[config.mk]
export PLATFORM = sky130hd
export DESIGN_NAME = serial2parallel
export DESIGN_NICKNAME = d
export VERILOG_FILES = /design/src/rtl/serial2parallel_pkg.sv /design/src/rtl/serial2parallel_sync_edge.sv /design/src/rtl/serial2parallel.sv
export SDC_FILE = /design/constraint.sdc
export NUM_CORES = 1
export LEC_CHECK = 0
export ABC_AREA = 1
export CAP_MARGIN = 20
export CORE_MARGIN = 10
export CORE_UTILIZATION = 42
export DETAILED_ROUTE_END_ITERATION = 12
export SLEW_MARGIN = 25
export SYNTH_ARGS = -nofsm -noshare
export SYNTH_HDL_FRONTEND = slang
export SYNTH_SLANG_ARGS = --single-unit
[constraint.sdc]
create_clock -name clk -period 3.53 [get_ports clk]
set_clock_uncertainty 0.1 [all_clocks]
set_input_delay 0.5295 -clock clk [delete_from_list [all_inputs] [get_ports clk]]
set_output_delay 0.5295 -clock clk [all_outputs]
set_load 0.01 [all_outputs]
[src/rtl/serial2parallel_pkg.sv]
// Shared helpers for the io components: counter width calculation and the
// minimum main-clock to serial-clock oversampling ratio.
package serial2parallel_pkg;

   localparam int CLK_RATIO_MIN = 4;

   // Bits needed for a counter that runs 0..n-1 (never less than one bit).
   function automatic int get_width(input int n);
      int w;
      w = 1;
      while ((1 << w) < n) w++;
      return w;
   endfunction

endpackage

[src/rtl/serial2parallel_sync_edge.sv]
// Two-flop synchronizer for one asynchronous input, plus a third flop that
// turns the synchronized level into a single-cycle rising-edge pulse.
module sync_edge (
   input  logic clk,
   input  logic rst_n,
   input  logic din,
   output logic q,
   output logic rise
);

   logic [2:0] sr;

   // NOTE: sequential state uses non-blocking assignments so every flop
   // samples the values from before the clock edge, never a partial update.
   always_ff @(posedge clk or negedge rst_n) begin
      if (!rst_n) sr <= '0;
      else        sr <= {sr[1:0], din};
   end

   assign q    = sr[1];
   assign rise = sr[1] & ~sr[2];

endmodule

[src/rtl/serial2parallel.sv]
// Receiver for the s_clk/s_clr/s_dat shift-register link: oversamples the
// lines, reassembles DATA_BITS-wide words and strobes valid per word.
// Optional mid-word watchdog: define S2P_TIMEOUT_EN.
module serial2parallel
   import serial2parallel_pkg::*;
#(
   parameter int P_CLK_FREQ  = 100,
   parameter int S_CLK_FREQ  = 20,
   parameter int DATA_BITS   = 16,
   parameter int CODE_ENDIAN = 1,
   parameter int TIMEOUT_US  = 1000
) (
   input  logic                 clk,
   input  logic                 rst_n,
   input  logic                 s_clk,
   input  logic                 s_clr,
   input  logic                 s_dat,
   output logic [DATA_BITS-1:0] data,
   output logic                 valid,
   output logic                 busy,
   output logic                 timeout
);

   localparam int CW = get_width(DATA_BITS);

   if (P_CLK_FREQ < CLK_RATIO_MIN * S_CLK_FREQ) begin : g_ratio_check
      $error("serial2parallel: P_CLK_FREQ must be at least %0d * S_CLK_FREQ", CLK_RATIO_MIN);
   end
   if (DATA_BITS < 2 || DATA_BITS > 64) begin : g_width_check
      $error("serial2parallel: DATA_BITS must be in 2..64");
   end
   if (TIMEOUT_US < 1) begin : g_timeout_check
      $error("serial2parallel: TIMEOUT_US must be at least 1");
   end

   logic sck_rise, clr_s, dat_s;
   logic sck_q_unused, clr_rise_unused, dat_rise_unused;

   sync_edge u_sync_sck (.clk(clk), .rst_n(rst_n), .din(s_clk), .q(sck_q_unused), .rise(sck_rise));
   sync_edge u_sync_clr (.clk(clk), .rst_n(rst_n), .din(s_clr), .q(clr_s), .rise(clr_rise_unused));
   sync_edge u_sync_dat (.clk(clk), .rst_n(rst_n), .din(s_dat), .q(dat_s), .rise(dat_rise_unused));

   logic [CW-1:0]        cnt;
   logic [DATA_BITS-1:0] shreg;
   logic [DATA_BITS-1:0] word_next;
   logic                 last_bit;
   logic                 expire;

   assign word_next = (CODE_ENDIAN != 0) ? {shreg[DATA_BITS-2:0], dat_s}
                                         : {dat_s, shreg[DATA_BITS-1:1]};
   assign last_bit  = (cnt == CW'(DATA_BITS - 1));

`ifdef S2P_TIMEOUT_EN
   localparam int WD_LIMIT = P_CLK_FREQ * TIMEOUT_US;
   localparam int WW       = get_width(WD_LIMIT);

   logic [WW-1:0] wd;

   assign expire = busy && (wd == WW'(WD_LIMIT - 1));

   always_ff @(posedge clk or negedge rst_n) begin
      if (!rst_n) begin
         wd      <= '0;
         timeout <= 1'b0;
      end else begin
         timeout <= expire;
         if (!busy || sck_rise || expire) wd <= '0;
         else                             wd <= wd + 1'b1;
      end
   end
`else
   assign expire  = 1'b0;
   assign timeout = 1'b0;
`endif

   // NOTE: the shift register is reset along with the control state so a
   // word started after reset never carries bits from before it.
   always_ff @(posedge clk or negedge rst_n) begin
      if (!rst_n) begin
         cnt   <= '0;
         busy  <= 1'b0;
         shreg <= '0;
         data  <= '0;
         valid <= 1'b0;
      end else begin
         valid <= 1'b0;
         if (clr_s) begin
            cnt  <= '0;
            busy <= 1'b0;
         end else if (sck_rise) begin
            shreg <= word_next;
            if (expire) begin
               // Watchdog fired on this edge: the bit starts a fresh word.
               cnt  <= CW'(1);
               busy <= 1'b1;
            end else if (last_bit) begin
               data  <= word_next;
               valid <= 1'b1;
               cnt   <= '0;
               busy  <= 1'b0;
            end else begin
               cnt  <= cnt + 1'b1;
               busy <= 1'b1;
            end
         end else if (expire) begin
            cnt  <= '0;
            busy <= 1'b0;
         end
      end
   end

endmodule
==> results of run 1 <==
-- kinds of logic (layout without fill, tap and decap cells) --
| group | Yosys count | in the layout | share of synthesized area [%] |
|---|---|---|---|
| compound gates | 5 | 5 | 1.49 |
| buf+inv | 9 | 34 | 3.42 |
| xor+xnor | 1 | 1 | 0.521 |
| other cells | 1 | 1 | 0.223 |
| simple gates | 113 | 113 | 28.1 |
| flops | 44 | 44 | 65.5 |
| fa+ha+maj | 1 | 1 | 0.744 |
-- metal layers --
| layer | routed length (um) | track usage (%) | share of wire [%] | vias to the layer above |
|---|---|---|---|---|
| met3 | 200 | 4.39 | 6.7 | 5 |
| met2 | 1340 | 13.1 | 45 | 23 |
| li1 | - | - | - | 573 |
| met1 | 1390 | 11.1 | 46 | 531 |
| met5 | 0 | 0 | 0 | - |
| met4 | 63 | 4.62 | 2.1 | 0 |
-- layout make-up --
cell class,count,area (um^2),area share (%)
well taps,48,60.1,2.99
multi-input cells,121,523,26.0
clock inverters,1,7.51,0.373
repair buffers,22,218,10.8
clock buffers,7,86.3,4.29
inverters,4,15.0,0.747
flip-flops and latches,44,1100,54.8
-- where the power goes --
part | internal (mW) | leakage [nW] | switching (mW)
clock network | 0.159 | 0.0445 | 0.159
registers | 0.533 | 0.591 | 0.0223
logic | 0.0183 | 0.422 | 0.0305
-- metrics by stage --
step / instances / hold slack, ns
after floorplan: 174 / 0.134
after global placement: 239 / 0.233
after detailed placement: 239 / 0.241
after CTS: 247 / 0.259
after global routing: 247 / 0.156
final: 247 / 0.118
-- sequential cells by signal, indices dropped and copies added (netlist names) --
register and flops:
u_sync_dat.sr 2, valid 1, shreg 15, data 16, u_sync_clr.sr 2, busy 1, u_sync_sck.sr 3, cnt 4
-- path summary, 6_finish.rpt --
| check | endpoint | startpoint | slack [ns] |
|---|---|---|---|
| worst max-delay path | data[5] | data[5] | 1.70 |
| worst min-delay path | u_sync_clr.sr[1] | rst_n | 0.12 |
| worst max register to register | data[1] | u_sync_sck.sr[2] | 2.02 |
| worst min register to register | u_sync_sck.sr[1] | u_sync_sck.sr[0] | 0.26 |
| max in group asynchronous | cnt[0] | rst_n | 2.84 |
| min in group clk | u_sync_sck.sr[1] | u_sync_sck.sr[0] | 0.26 |
-- cell usage in the layout, fill, tap and decap left out, types with 2 or more instances in the layout --
cell               n
dfrtp_1           44
nand2_1          103
inv_1              4
nand3_1            2
o21ai_0            4
clkbuf_8           6
nor2_4             2
clkdlybuf4s50_1   21
-- cells in the mapped netlist, drive strengths merged --
master	number	area, um^2
conb	1	3.75
o21ai	4	20.0
dfrtp	44	1100
nand3b	1	20.0
xnor2	1	8.76
inv	4	15.0
nand4	1	6.26
nand3	2	10.0
a21oi	1	5.00
nor2	4	32.5
buf	5	42.5
ha	1	12.5
nand2	105	404
==> summary.md, run 1 <==
| Metric | Value |
|---|---|
| Slowest CP cell | `clkdlybuf4s50_1` |
| Crit path depth | `1` |
| Max Freq | `547 MHz` |
| CTS Root Cell | `clkbuf_8` |
| Seq/Total Area, Yosys | `65.5%` |
| Vias | `1,132` |
| DRC viols | `0` |
| Dpl ws | `2.01 ns` |
| # fillers | `347` |
| Mean Syn Cell Area | `9.66 um^2` |
| Initial antenna violation count | `0` |
| Leak | `1.06 nW` |
| DR iter-0 viols | `101` |
| Layout cells sized above 1 | `7.04%` |
| Syn. warnings | `0` |
| Total track usage | `9.14%` |
| Cts hold-fix bufs | `0` |
| Critical Path RT | `2.90 ns` |
| Worst Tran Pin Value | `0.538 ns` |
| Setup Viol. Count Final | `0` |
| Final Core Density | `53.3%` |
| Maximum fanout along the worst path | `2` |
| Final Cycle Share | `51.8%` |
| CP Buf/Inv Count | `1` |
| Unrepaired setup endpoints after global routing | `no` |
| Run status | `complete, no violations` |
| Setup TNS | `0 ns` |
| Power Density | `458 mW/mm^2` |
| Post-Layout Inst Area | `0.00201 mm^2` |
| Max_cap viols | `0` |
| Number of port buffers | `22` |
| Post-route ant nets | `0` |
| Syn_nets | `180` |
| First-pass GRT wire length | `5220 um` |
| H-tree depth | `2` |
| Clock slew at reported path FFs | `0.08 ns` |
| Final worst slack | `1.70 ns` |
| Die ar. | `0.00693 mm^2` |
| Pins Over Slew Limit | `0` |
| Gate Count Post-Synth | `174` |
| DRT Wirelength | `2990 um` |
| Core area | `0.00377 mm^2` |
| Worst Reg2Reg Path Length in Cells | `6` |
| Number of global-route vias before repair | `1,120` |
| WP data arrival | `1.20 ns` |
| Critical path endpoint category | `primary output` |
| Starting Density | `44.6%` |
| Clock buffer depth | `2` |
| CP startpoint kind | `flip-flop` |
| HP Class | `input pin to asynchronous set/reset pin` |
| Largest net degree at the start of global routing | `45` |
| Vias per Instance | `4.58` |
| Crit path time final | `1.83 ns` |
| Post_cts resized | `0` |
| TritonCTS Buffers | `5` |
| Count of cell types in the netlist | `19` |
| Synthesized area | `0.00168 mm^2` |
| Worst stage delay on the critical path | `0.54 ns` |
| Placement Cell Area | `0.00191 mm^2` |
| RePlAce Congestion | `0.659` |
| Tot Pwr | `0.922 mW` |
| Fin nets | `204` |
| WS Path Type | `flip-flop to primary output` |
| # IOs | `24` |
| Max IR drop VDD | `365 uV` |
| Final hold violations | `0` |
| CTS tree | `done` |
| Clk sinks | `44` |
| Die X | `83.3 um` |
| CP top delay family | `buffers and inverters` |
| Die Y | `83.3 um` |
| Number of placement rows | `22` |
| Layout area overhead | `19.6%` |
| Post-DP HPWL | `1980 um` |
| First-pass iteration count of the detailed router | `4` |
| Slew headroom | `64.1%` |
| Register bit total from synthesis | `44` |
| Clock latency on the worst-skew pair | `0.29 ns` |
| Congestion Overflow GR | `0` |
| Critical-path cell list | `clkdlybuf4s50_1` |
| Antenna cells | `0` |
| Drt wl/cell | `12.1 um` |
| Post-CTS setup buffer count | `0` |
No activity file was read; power rests on OpenSTA's default activity.
==> run 2, diff against run 1 <==
==> constraint.sdc (replaced) <==
create_clock -name clk -period 1.87 [get_ports clk]
set_clock_uncertainty 0.1 [all_clocks]
set_input_delay 0.2805 -clock clk [delete_from_list [all_inputs] [get_ports clk]]
set_output_delay 0.2805 -clock clk [all_outputs]
set_load 0.01 [all_outputs]
==> summary.md, run 2 (synthesis results as in run 1) <==
| Metric | Value |
|---|---|
| HP Class | `flip-flop to flip-flop (was input pin to asynchronous set/reset pin)` |
| DRC viols | `0 (unchanged)` |
| Setup TNS | `0 ns (unchanged)` |
| Dpl ws | `0.369 ns (was 2.01 ns)` |
| Largest register FFs | `16 (unchanged)` |
| Starting Density | `44.6% (unchanged)` |
| Clk sinks | `44 (unchanged)` |
| Fin nets | `208 (was 204)` |
| Leading cell type in the layout, fill and taps excluded | `nand2_1 (unchanged)` |
| Die ar. | `0.00693 mm^2 (unchanged)` |
| Congestion Overflow GR | `0 (unchanged)` |
| RePlAce Congestion | `0.763 (was 0.659)` |
| CP startpoint kind | `flip-flop (unchanged)` |
| WS Path Type | `flip-flop to primary output (unchanged)` |
| Total track usage | `10.3% (was 9.14%)` |
| Post-route ant nets | `0 (unchanged)` |
| DRT Wirelength | `3240 um (was 2990 um)` |
| Placement Cell Area | `0.00194 mm^2 (was 0.00191 mm^2)` |
| Run status | `complete, no violations (unchanged)` |
| Layout area overhead | `21.3% (was 19.6%)` |
| Final worst slack | `0.263 ns (was 1.70 ns)` |
| DR iter-0 viols | `84 (was 101)` |
| Post-Layout Inst Area | `0.00204 mm^2 (was 0.00201 mm^2)` |
| Layout cells sized above 1 | `8.87% (was 7.04%)` |
| Worst stage delay on the critical path | `0.55 ns (was 0.54 ns)` |
| Largest registers | `data x16, shreg x15, cnt x4 (unchanged)` |
| Max IR drop VDD | `585 uV (was 365 uV)` |
| Clock power share | `34.6% (was 34.5%)` |
| Max_cap viols | `0 (unchanged)` |
| Vias | `1,169 (was 1,132)` |
| Maximum fanout along the worst path | `2 (unchanged)` |
| H-tree depth | `2 (unchanged)` |
| Largest net degree at the start of global routing | `21 (was 45)` |
| Unrepaired setup endpoints after global routing | `no (unchanged)` |
| First-pass iteration count of the detailed router | `4 (unchanged)` |
| Core area | `0.00377 mm^2 (unchanged)` |
| Critical-path cell list | `clkdlybuf4s50_1 (unchanged)` |
| Post-DP HPWL | `2160 um (was 1980 um)` |
| CTS Root Cell | `clkbuf_8 (unchanged)` |
| Number of placement rows | `22 (unchanged)` |
| Sequential power share | `59.8% (was 60.2%)` |
| CTS tree | `done (unchanged)` |
| Tot Pwr | `1.75 mW (was 0.922 mW)` |
| Die Y | `83.3 um (unchanged)` |
| WP data arrival | `1.23 ns (was 1.20 ns)` |
| Antenna cells | `0 (unchanged)` |
| Crit path time final | `1.61 ns` |
| Initial antenna violation count | `0 (unchanged)` |
| Vias per Instance | `4.66 (was 4.58)` |
| Leak | `1.08 nW (was 1.06 nW)` |
| Number of port buffers | `22 (unchanged)` |
| # fillers | `335 (was 347)` |
| Gate power share | `5.6% (was 5.3%)` |
| Slowest CP cell | `clkdlybuf4s50_1 (unchanged)` |
| Critical Path RT | `1.49 ns (was 2.90 ns)` |
| # IOs | `24 (unchanged)` |
| CP top delay family | `buffers and inverters (unchanged)` |
| Power Density | `860 mW/mm^2 (was 458 mW/mm^2)` |
| Clock buffer depth | `2 (unchanged)` |
| Hold Slack | `0.251 ns (was 0.118 ns)` |
| Psw | `0.415 mW (was 0.212 mW)` |
| Reg-to-reg slack, setup | `0.35 ns (was 2.02 ns)` |
| Number of global-route vias before repair | `1,294 (was 1,120)` |
| Max Freq | `622 MHz` |
| Most frequent cells in the layout | `103 x nand2_1, 44 x dfrtp_1, 21 x clkdlybuf4s50_1, 6 x clkbuf_8 (unchanged)` |
| Pins Over Slew Limit | `0 (unchanged)` |
| Final hold violations | `0 (unchanged)` |
| Drt wl/cell | `12.9 um (was 12.1 um)` |
| Clock latency on the worst-skew pair | `0.29 ns (about the same)` |
| Setup Viol. Count Final | `0 (unchanged)` |
| TritonCTS Buffers | `5 (unchanged)` |
| CP Buf/Inv Count | `1 (unchanged)` |
| Pint | `1.34 mW (was 0.710 mW)` |
| Clock slew at reported path FFs | `0.08 ns (about the same)` |
| Critical path endpoint category | `primary output (unchanged)` |
| Top reg by flops | `data (unchanged)` |
| Die X | `83.3 um (unchanged)` |
| First-pass GRT wire length | `6000 um (was 5220 um)` |
| Final Cycle Share | `85.9%` |
| Switching Fraction | `23.6% (was 23.0%)` |
## run 2: what timing repair did
action	4_1_cts	5_1_grt
hold buffers	1	0
gates resized for setup	0	0
hold endpoints to repair	18	0
setup endpoints to repair	0	0
setup buffers	0	0
## run 2: path summary, 6_finish.rpt
path                               endpoint  depth (start not counted)             start
min reg2reg                u_sync_sck.sr[1]                          0  u_sync_sck.sr[0]
min in group asynchronous  u_sync_sck.sr[0]                          2             rst_n
min                        u_sync_sck.sr[1]                          0  u_sync_sck.sr[0]
max reg2reg                        data[15]                          5            cnt[0]
max                                 data[2]                          1           data[2]
max in group asynchronous          data[14]                          3             rst_n
## run 2: per-layer routing
layer / track usage (%) / vias to the layer above / share of wire (%)
met5: 0 / - / 0
met4: 4.15 / 0 / 1.7
met3: 4.59 / 6 / 6.3
met2: 15.8 / 30 / 47
met1: 12.1 / 551 / 45
li1: - / 582 / -
## run 2: power by group through the flow
| stage | clock, mW | sequential, mW | combinational, mW |
|---|---|---|---|
| after global placement | 0 | 1.06 | 0.0971 |
| after CTS | 0.627 | 1.05 | 0.102 |
| after detailed placement | 0 | 1.07 | 0.100 |
| final | 0.607 | 1.05 | 0.0989 |
| after global routing | 0.664 | 1.06 | 0.120 |
| after floorplan | 0 | 1.06 | 0.0574 |
## run 2: final cells by class
class                           instances  area (um^2)  share of cell area (%)
Timing Repair Buffer                   26          248                    12.1
Clock inverter                          2         10.0                   0.491
Inverter                                4         15.0                   0.736
Sequential cell                        44         1100                    54.0
Tap cell                               48         60.1                    2.94
Clock buffer                            6         82.6                    4.05
Multi-Input combinational cell        121          523                    25.6
## run 2: stage by stage
stage,util [%],std cells
final,54.1,251
after CTS,54.1,251
after global placement,51.4,242
after detailed placement,51.4,242
after floorplan,-,174
after global routing,54.1,251
